===== src/rtl/cla_nibble_sequencer_if.sv =====
// Valid/ready operand and result bundle for cla_nibble_sequencer.
// The sub signal exists only when CLA_SEQ_SUB_EN is defined.
interface cla_nibble_sequencer_if #(
  parameter int WIDTH = 16
);
  logic             in_valid;
  logic             in_ready;
  logic [WIDTH-1:0] a;
  logic [WIDTH-1:0] b;
  logic             cin;
`ifdef CLA_SEQ_SUB_EN
  logic             sub;
`endif
  logic             out_valid;
  logic             out_ready;
  logic [WIDTH-1:0] sum;
  logic             cout;
  logic             busy;

`ifdef CLA_SEQ_SUB_EN
  modport master (
    output in_valid, a, b, cin, sub, out_ready,
    input  in_ready, out_valid, sum, cout, busy
  );

  modport slave (
    input  in_valid, a, b, cin, sub, out_ready,
    output in_ready, out_valid, sum, cout, busy
  );
`else
  modport master (
    output in_valid, a, b, cin, out_ready,
    input  in_ready, out_valid, sum, cout, busy
  );

  modport slave (
    input  in_valid, a, b, cin, out_ready,
    output in_ready, out_valid, sum, cout, busy
  );
`endif
endinterface


===== src/rtl/cla_nibble_sequencer.sv =====
// Multi-cycle WIDTH-bit adder: one shared 4-bit CLA slice walks the operands LSB nibble first.
// Define CLA_SEQ_SUB_EN to add the sub input (a - b via ~b and carry-in of 1).
module cla_nibble_sequencer #(
  parameter int WIDTH = 16
) (
  input  logic                   clk,
  input  logic                   rst_n,
  cla_nibble_sequencer_if.slave  bus
);
  localparam int NIB   = WIDTH / 4;
  localparam int IDX_W = (NIB > 1) ? $clog2(NIB) : 1;
  localparam logic [IDX_W-1:0] LAST_IDX = IDX_W'(NIB - 1);

  typedef enum logic [1:0] {
    S_IDLE = 2'd0,
    S_RUN  = 2'd1,
    S_DONE = 2'd2
  } state_t;

  state_t           state_q, state_d;
  logic [WIDTH-1:0] a_q, a_d;
  logic [WIDTH-1:0] b_q, b_d;
  logic [WIDTH-1:0] sum_q, sum_d;
  logic             carry_q, carry_d;
  logic             cout_q, cout_d;
  logic [IDX_W-1:0] idx_q, idx_d;

  // Operand nibbles laid out as arrays so the slice input is a plain indexed mux.
  logic [3:0]       a_nibs [NIB];
  logic [3:0]       b_nibs [NIB];
  logic [NIB-1:0]   nib_sel;

  genvar gi;
  generate
    for (gi = 0; gi < NIB; gi++) begin : g_nib
      assign a_nibs[gi]  = a_q[4*gi +: 4];
      assign b_nibs[gi]  = b_q[4*gi +: 4];
      assign nib_sel[gi] = (idx_q == IDX_W'(gi));
    end
  endgenerate

  logic [3:0] nib_a, nib_b, nib_g, nib_p, nib_s;
  logic [4:0] nib_c;

  assign nib_a = a_nibs[idx_q];
  assign nib_b = b_nibs[idx_q];
  assign nib_g = nib_a & nib_b;
  assign nib_p = nib_a | nib_b;

  // Fully flattened look-ahead: every carry depends only on g, p and the stored carry.
  assign nib_c[0] = carry_q;
  assign nib_c[1] = nib_g[0]
                  | (nib_p[0] & carry_q);
  assign nib_c[2] = nib_g[1]
                  | (nib_p[1] & nib_g[0])
                  | (nib_p[1] & nib_p[0] & carry_q);
  assign nib_c[3] = nib_g[2]
                  | (nib_p[2] & nib_g[1])
                  | (nib_p[2] & nib_p[1] & nib_g[0])
                  | (nib_p[2] & nib_p[1] & nib_p[0] & carry_q);
  assign nib_c[4] = nib_g[3]
                  | (nib_p[3] & nib_g[2])
                  | (nib_p[3] & nib_p[2] & nib_g[1])
                  | (nib_p[3] & nib_p[2] & nib_p[1] & nib_g[0])
                  | (nib_p[3] & nib_p[2] & nib_p[1] & nib_p[0] & carry_q);

  generate
    for (gi = 0; gi < 4; gi++) begin : g_sum_bit
      assign nib_s[gi] = nib_a[gi] ^ nib_b[gi] ^ nib_c[gi];
    end
  endgenerate

  // Operand capture; subtraction folds into the same adder as a + ~b + 1.
  logic [WIDTH-1:0] cap_b;
  logic             cap_carry;

`ifdef CLA_SEQ_SUB_EN
  assign cap_b     = bus.sub ? ~bus.b : bus.b;
  assign cap_carry = bus.sub ? 1'b1 : bus.cin;
`else
  assign cap_b     = bus.b;
  assign cap_carry = bus.cin;
`endif

  always_comb begin
    state_d = state_q;
    a_d     = a_q;
    b_d     = b_q;
    sum_d   = sum_q;
    carry_d = carry_q;
    cout_d  = cout_q;
    idx_d   = idx_q;

    case (state_q)
      S_IDLE: begin
        if (bus.in_valid) begin
          a_d     = bus.a;
          b_d     = cap_b;
          carry_d = cap_carry;
          idx_d   = '0;
          sum_d   = '0;
          state_d = S_RUN;
        end
      end

      S_RUN: begin
        for (int i = 0; i < NIB; i++) begin
          if (nib_sel[i]) begin
            sum_d[4*i +: 4] = nib_s;
          end
        end
        carry_d = nib_c[4];
        if (idx_q == LAST_IDX) begin
          cout_d  = nib_c[4];
          state_d = S_DONE;
        end else begin
          idx_d = idx_q + IDX_W'(1);
        end
      end

      S_DONE: begin
        if (bus.out_ready) begin
          state_d = S_IDLE;
        end
      end

      default: begin
        state_d = S_IDLE;
      end
    endcase
  end

  always_ff @(posedge clk or negedge rst_n) begin
    if (!rst_n) begin
      state_q <= S_IDLE;
      a_q     <= '0;
      b_q     <= '0;
      sum_q   <= '0;
      carry_q <= 1'b0;
      cout_q  <= 1'b0;
      idx_q   <= '0;
    end else begin
      state_q <= state_d;
      a_q     <= a_d;
      b_q     <= b_d;
      sum_q   <= sum_d;
      carry_q <= carry_d;
      cout_q  <= cout_d;
      idx_q   <= idx_d;
    end
  end

  assign bus.in_ready  = (state_q == S_IDLE);
  assign bus.out_valid = (state_q == S_DONE);
  assign bus.busy      = (state_q != S_IDLE);
  assign bus.sum       = sum_q;
  assign bus.cout      = cout_q;
endmodule


===== src/flat_wrapper.sv =====
// flat-port wrapper written by rule: the top's interface ports become plain ports
module cla_nibble_sequencer_flat 
#(
  parameter int WIDTH = 16
)
  (clk, rst_n, bus_in_valid, bus_a, bus_b, bus_cin, bus_out_ready, bus_in_ready, bus_out_valid, bus_sum, bus_cout, bus_busy);
  cla_nibble_sequencer_if #(.WIDTH(WIDTH)) bus_i ();
  input  logic clk;
  input  logic rst_n;
  input wire logic [$bits(bus_i.in_valid)-1:0] bus_in_valid;
  input wire logic [$bits(bus_i.a)-1:0] bus_a;
  input wire logic [$bits(bus_i.b)-1:0] bus_b;
  input wire logic [$bits(bus_i.cin)-1:0] bus_cin;
  input wire logic [$bits(bus_i.out_ready)-1:0] bus_out_ready;
  output wire logic [$bits(bus_i.in_ready)-1:0] bus_in_ready;
  output wire logic [$bits(bus_i.out_valid)-1:0] bus_out_valid;
  output wire logic [$bits(bus_i.sum)-1:0] bus_sum;
  output wire logic [$bits(bus_i.cout)-1:0] bus_cout;
  output wire logic [$bits(bus_i.busy)-1:0] bus_busy;
  assign bus_i.in_valid = bus_in_valid;
  assign bus_i.a = bus_a;
  assign bus_i.b = bus_b;
  assign bus_i.cin = bus_cin;
  assign bus_i.out_ready = bus_out_ready;
  assign bus_in_ready = bus_i.in_ready;
  assign bus_out_valid = bus_i.out_valid;
  assign bus_sum = bus_i.sum;
  assign bus_cout = bus_i.cout;
  assign bus_busy = bus_i.busy;
  cla_nibble_sequencer #(.WIDTH(WIDTH)) u_core (.clk(clk), .rst_n(rst_n), .bus(bus_i));
endmodule

===== config.mk =====
export PLATFORM = sky130hd
export DESIGN_NAME = cla_nibble_sequencer_flat
export DESIGN_NICKNAME = d
export VERILOG_FILES = /design/src/rtl/cla_nibble_sequencer_if.sv /design/src/rtl/cla_nibble_sequencer.sv /design/src/flat_wrapper.sv
export SDC_FILE = /design/constraint.sdc
export NUM_CORES = 1
export LEC_CHECK = 0
export CORE_MARGIN = 3
export CORE_UTILIZATION = 30
export CTS_BUF_LIST = sky130_fd_sc_hd__clkbuf_16
export DETAILED_ROUTE_END_ITERATION = 12
export GPL_TIMING_DRIVEN = 0
export PLACE_DENSITY_LB_ADDON = 0.05
export SKIP_LAST_GASP = 1
export SYNTH_ARGS = -nofsm -noshare
export SYNTH_HDL_FRONTEND = slang
export SYNTH_SLANG_ARGS = --single-unit
export TNS_END_PERCENT = 30

===== constraint.sdc =====
create_clock -name clk -period 3 [get_ports clk]
set_input_delay 0.9 -clock clk [delete_from_list [all_inputs] [get_ports clk]]
set_output_delay 0.9 -clock clk [all_outputs]
set_load 0.1 [all_outputs]

==> flow_summary.ini <==
[timing]
finalClockSkew_ns = 0.00599
timing.slew.headroom_pct = 35.0
slew_violations = 0
hold-worst-slack_ns = 0.476
fin_ws_ns = 0.115
max_freq_mhz = 347
period_minus_slack_ns = 2.88
hold_viol_final = 0
finalSetupViolCount = 0
worst_slew_pin_slew_ns = 0.972
fin_crit_sh_pct = 96.2
rsz0062_at_grt = yes

[placement]
post-place-ws_ns = 0.118
io_buffers = 56
placed_area_um2 = 3420
dp.cells = 389
place_hpwl_mm = 4.55
gp_congestion = 0.762

[yosys]
netlist_area_um2 = 2710
synth.net_count = 275
synthCells = 224
yosys_warnings = 0
synth_area_per_cell_um2 = 12.1
yosysUniqueCellTypes = 31
yosysSeqAreaShare_pct = 49.9
ys_ff_latch = 54

[floorplanning]
die_height_um = 101
fp-row-count = 34
initial_utilization_pct = 30.9
io_pins = 57
fp.dieArea_um2 = 10200
die_w_um = 101
fp.coreArea_um2 = 8760

[critical_path]
crit_required_ns = 2.10
crit_chain = clkbuf_1, nand2b_1, inv_1, clkdlybuf4s15_1
cp-end-kind = primary output
worstSetupPathType = flop to primary output
critPathMaxFanout = 10
critPathMaxStageDelay_ns = 0.81
cpMaxStageDelayCell = clkdlybuf4s15_1
r2r_cells = 8
timing.rr.start = u_core.idx_q[1]
critPathLaunchType = flop
worstPathArrival_ns = 1.98
r2r_setup_slack_ns = 0.26
r2r_end = u_core.carry_q

[clock_tree]
path_clk_slew_ns = 0.07
cts_tree = done
cts_buffer_depth = 2
clkLatencyLatePin_ns = 0.29
postCtsSetupBuffers = 0
htreeDepth = 2
cts_hold_buf = 0
ctsRootBufferMaster = clkbuf_16
clock-sinks = 54
cts_buffers = 5

[layout]
drive_gt1_share_pct = 21.1
layout.nets = 339
fin_area_um2 = 3570
syn_to_final_growth_pct = 32.0
finalNonFillerCells = 397
antenna_cells = 0

[global_routing]
grt_antenna_before_repair = 0
grt_pass1_wl_mm = 9.77
grt-ovfl-total = 0
grt_max_degree = 37
grt_use_total_pct = 12.4
grt_pass1_vias = 1916

[drt]
routed_wl_mm = 5.96
via_per_inst = 4.68
drt_iter0_drc = 34
drc = 0
top_layer = met4
drt-pass1-iter-count = 4
vias = 1856
wl_per_cell_um = 15.0
met1_length_mm = 2.71
wl_met2_mm = 2.92
ant_nets = 0
route.met3.wl_um = 300

[worst_hold_path]
worstHoldStart = u_core.bus.sum[0]
min_path_cells = 2
hold_path_class = flop to flop
hold_end = u_core.bus.sum[0]

[run]
maxCapViolCount = 0

[run_status]
status = finished, final reports clean
layout by cell type (no fill, tap or decap):
cell type and count:
mux2i_1 1, clkbuf_1 3, clkinv_4 1, nand3_1 6, o21a_1 2, mux4_2 8
buf_2 2, a21o_1 5, nor2_1 7, a22o_1 1, o31ai_1 2, nor2_2 1
fa_1 1, and2_1 1, buf_12 1, buf_6 1, a211oi_2 1, clkinvlp_4 1
a22oi_1 1, o21bai_1 1, clkdlybuf4s15_1 1, a21oi_1 6, inv_1 16, nand2b_4 1
clkbuf_16 5, mux2_2 34, nor3_1 2, xnor2_1 1, buf_4 4, o211ai_1 6
nor2b_1 1, nand2b_1 3, clkdlybuf4s50_1 53, o21ai_0 5, dfrtp_1 54, nand2_1 29
dlymetal6s2s_1 1, ha_1 13, or4_1 6, inv_6 1
routing by layer:
layer	up-vias	global-route usage (%)
met1	899	15.9
met3	2	2.70
met4	0	2.76
met5	-	0
li1	913	-
met2	42	21.4
repair_timing:
action	in CTS	in global routing
setup endpoints to repair	1	2
pin swaps	0	0
resized for setup	1	2
kinds of logic (layout without fill, tap and decap cells):
group                      count (synthesis)  count (layout)  synth area share (%)
buffers and inverters                     25              90                  4.35
and+or+nand+nor                           57              57                  9.94
DFF                                       54              54                  49.9
AOI/OAI and AO/OA                         30              30                  7.54
muxes                                     43              43                  21.2
adders and majority gates                 14              14                  6.75
xor gates and xnor gates                   1               1                 0.324
synth_stat cells:
cell / number / area, um^2
fa_1: 1 / 20.0
mux2_2: 34 / 383
nor2b_1: 1 / 6.26
o21ai_0: 5 / 25.0
a22o_1: 1 / 8.76
a21oi_1: 6 / 30.0
xnor2_1: 1 / 8.76
nand2b_1: 3 / 18.8
dfrtp_1: 54 / 1350
a21o_1: 5 / 37.5
o21a_1: 2 / 15.0
inv_1: 16 / 60.1
o21bai_1: 1 / 7.51
mux2i_1: 1 / 10.0
clkbuf_1: 3 / 11.3
buf_4: 4 / 30.0
nand2_1: 29 / 109
o31ai_1: 2 / 15.0
nor3_1: 2 / 10.0
o211ai_1: 6 / 45.0
nor2_1: 8 / 30.0
and2_1: 1 / 6.26
a22oi_1: 1 / 7.51
buf_6: 1 / 11.3
or4_1: 6 / 45.0
a211oi_2: 1 / 12.5
buf_2: 1 / 5.00
nand3_1: 6 / 30.0
mux4_2: 8 / 180
ha_1: 13 / 163
nand2b_4: 1 / 13.8
cell type report:
type | count | area [um^2]
Inverter | 16 | 60.1
Sequential cell | 54 | 1350
Clock inverter | 3 | 25.0
Tap cell | 108 | 135
Fill cell | 892 | 5190
Clock buffer | 5 | 125
Timing Repair Buffer | 57 | 578
Buffer | 9 | 57.6
Multi-Input combinational cell | 145 | 1240
per-stage QoR:
step | setup TNS (ns) | utilization [%]
2_1_floorplan | 0 | -
3_3_place_gp | -47.10 | 38.8
3_5_place_dp | 0 | 39.0
4_1_cts | 0 | 40.7
5_1_grt | -0.0217 | 40.8
6_report | 0 | 40.8
worst max-delay path: cells and delay by family, from the launching register on:
kind,cells,cell delay (ns)
and+or+nand+nor,1,0.12
DFF,1,0.38
buffers and inverters,3,1.19
worst max path at each step:
stage	start	to	slack, ns	depth (start not counted)
floorplan	u_core.state_q[0]	bus_busy	0.06	3
global placement	rst_n	u_core.b_q[13]	-0.88	1
detailed placement	u_core.state_q[1]	bus_out_valid	0.12	4
CTS	u_core.state_q[0]	bus_in_ready	0.007	3
global route	u_core.state_q[1]	bus_out_valid	-0.02	4
finish	u_core.state_q[1]	bus_out_valid	0.12	4
registers in the layout, summed over array words and instances (netlist names):
signal,cells
u_core.a_q,16
u_core.b_q,16
u_core.bus.cout,1
u_core.bus.sum,16
u_core.carry_q,1
u_core.idx_q,2
u_core.state_q,2
Power is left out: the tool's default activity adds up to more than one toggle a clock period on the data nets, which glitch-free logic cannot reach.
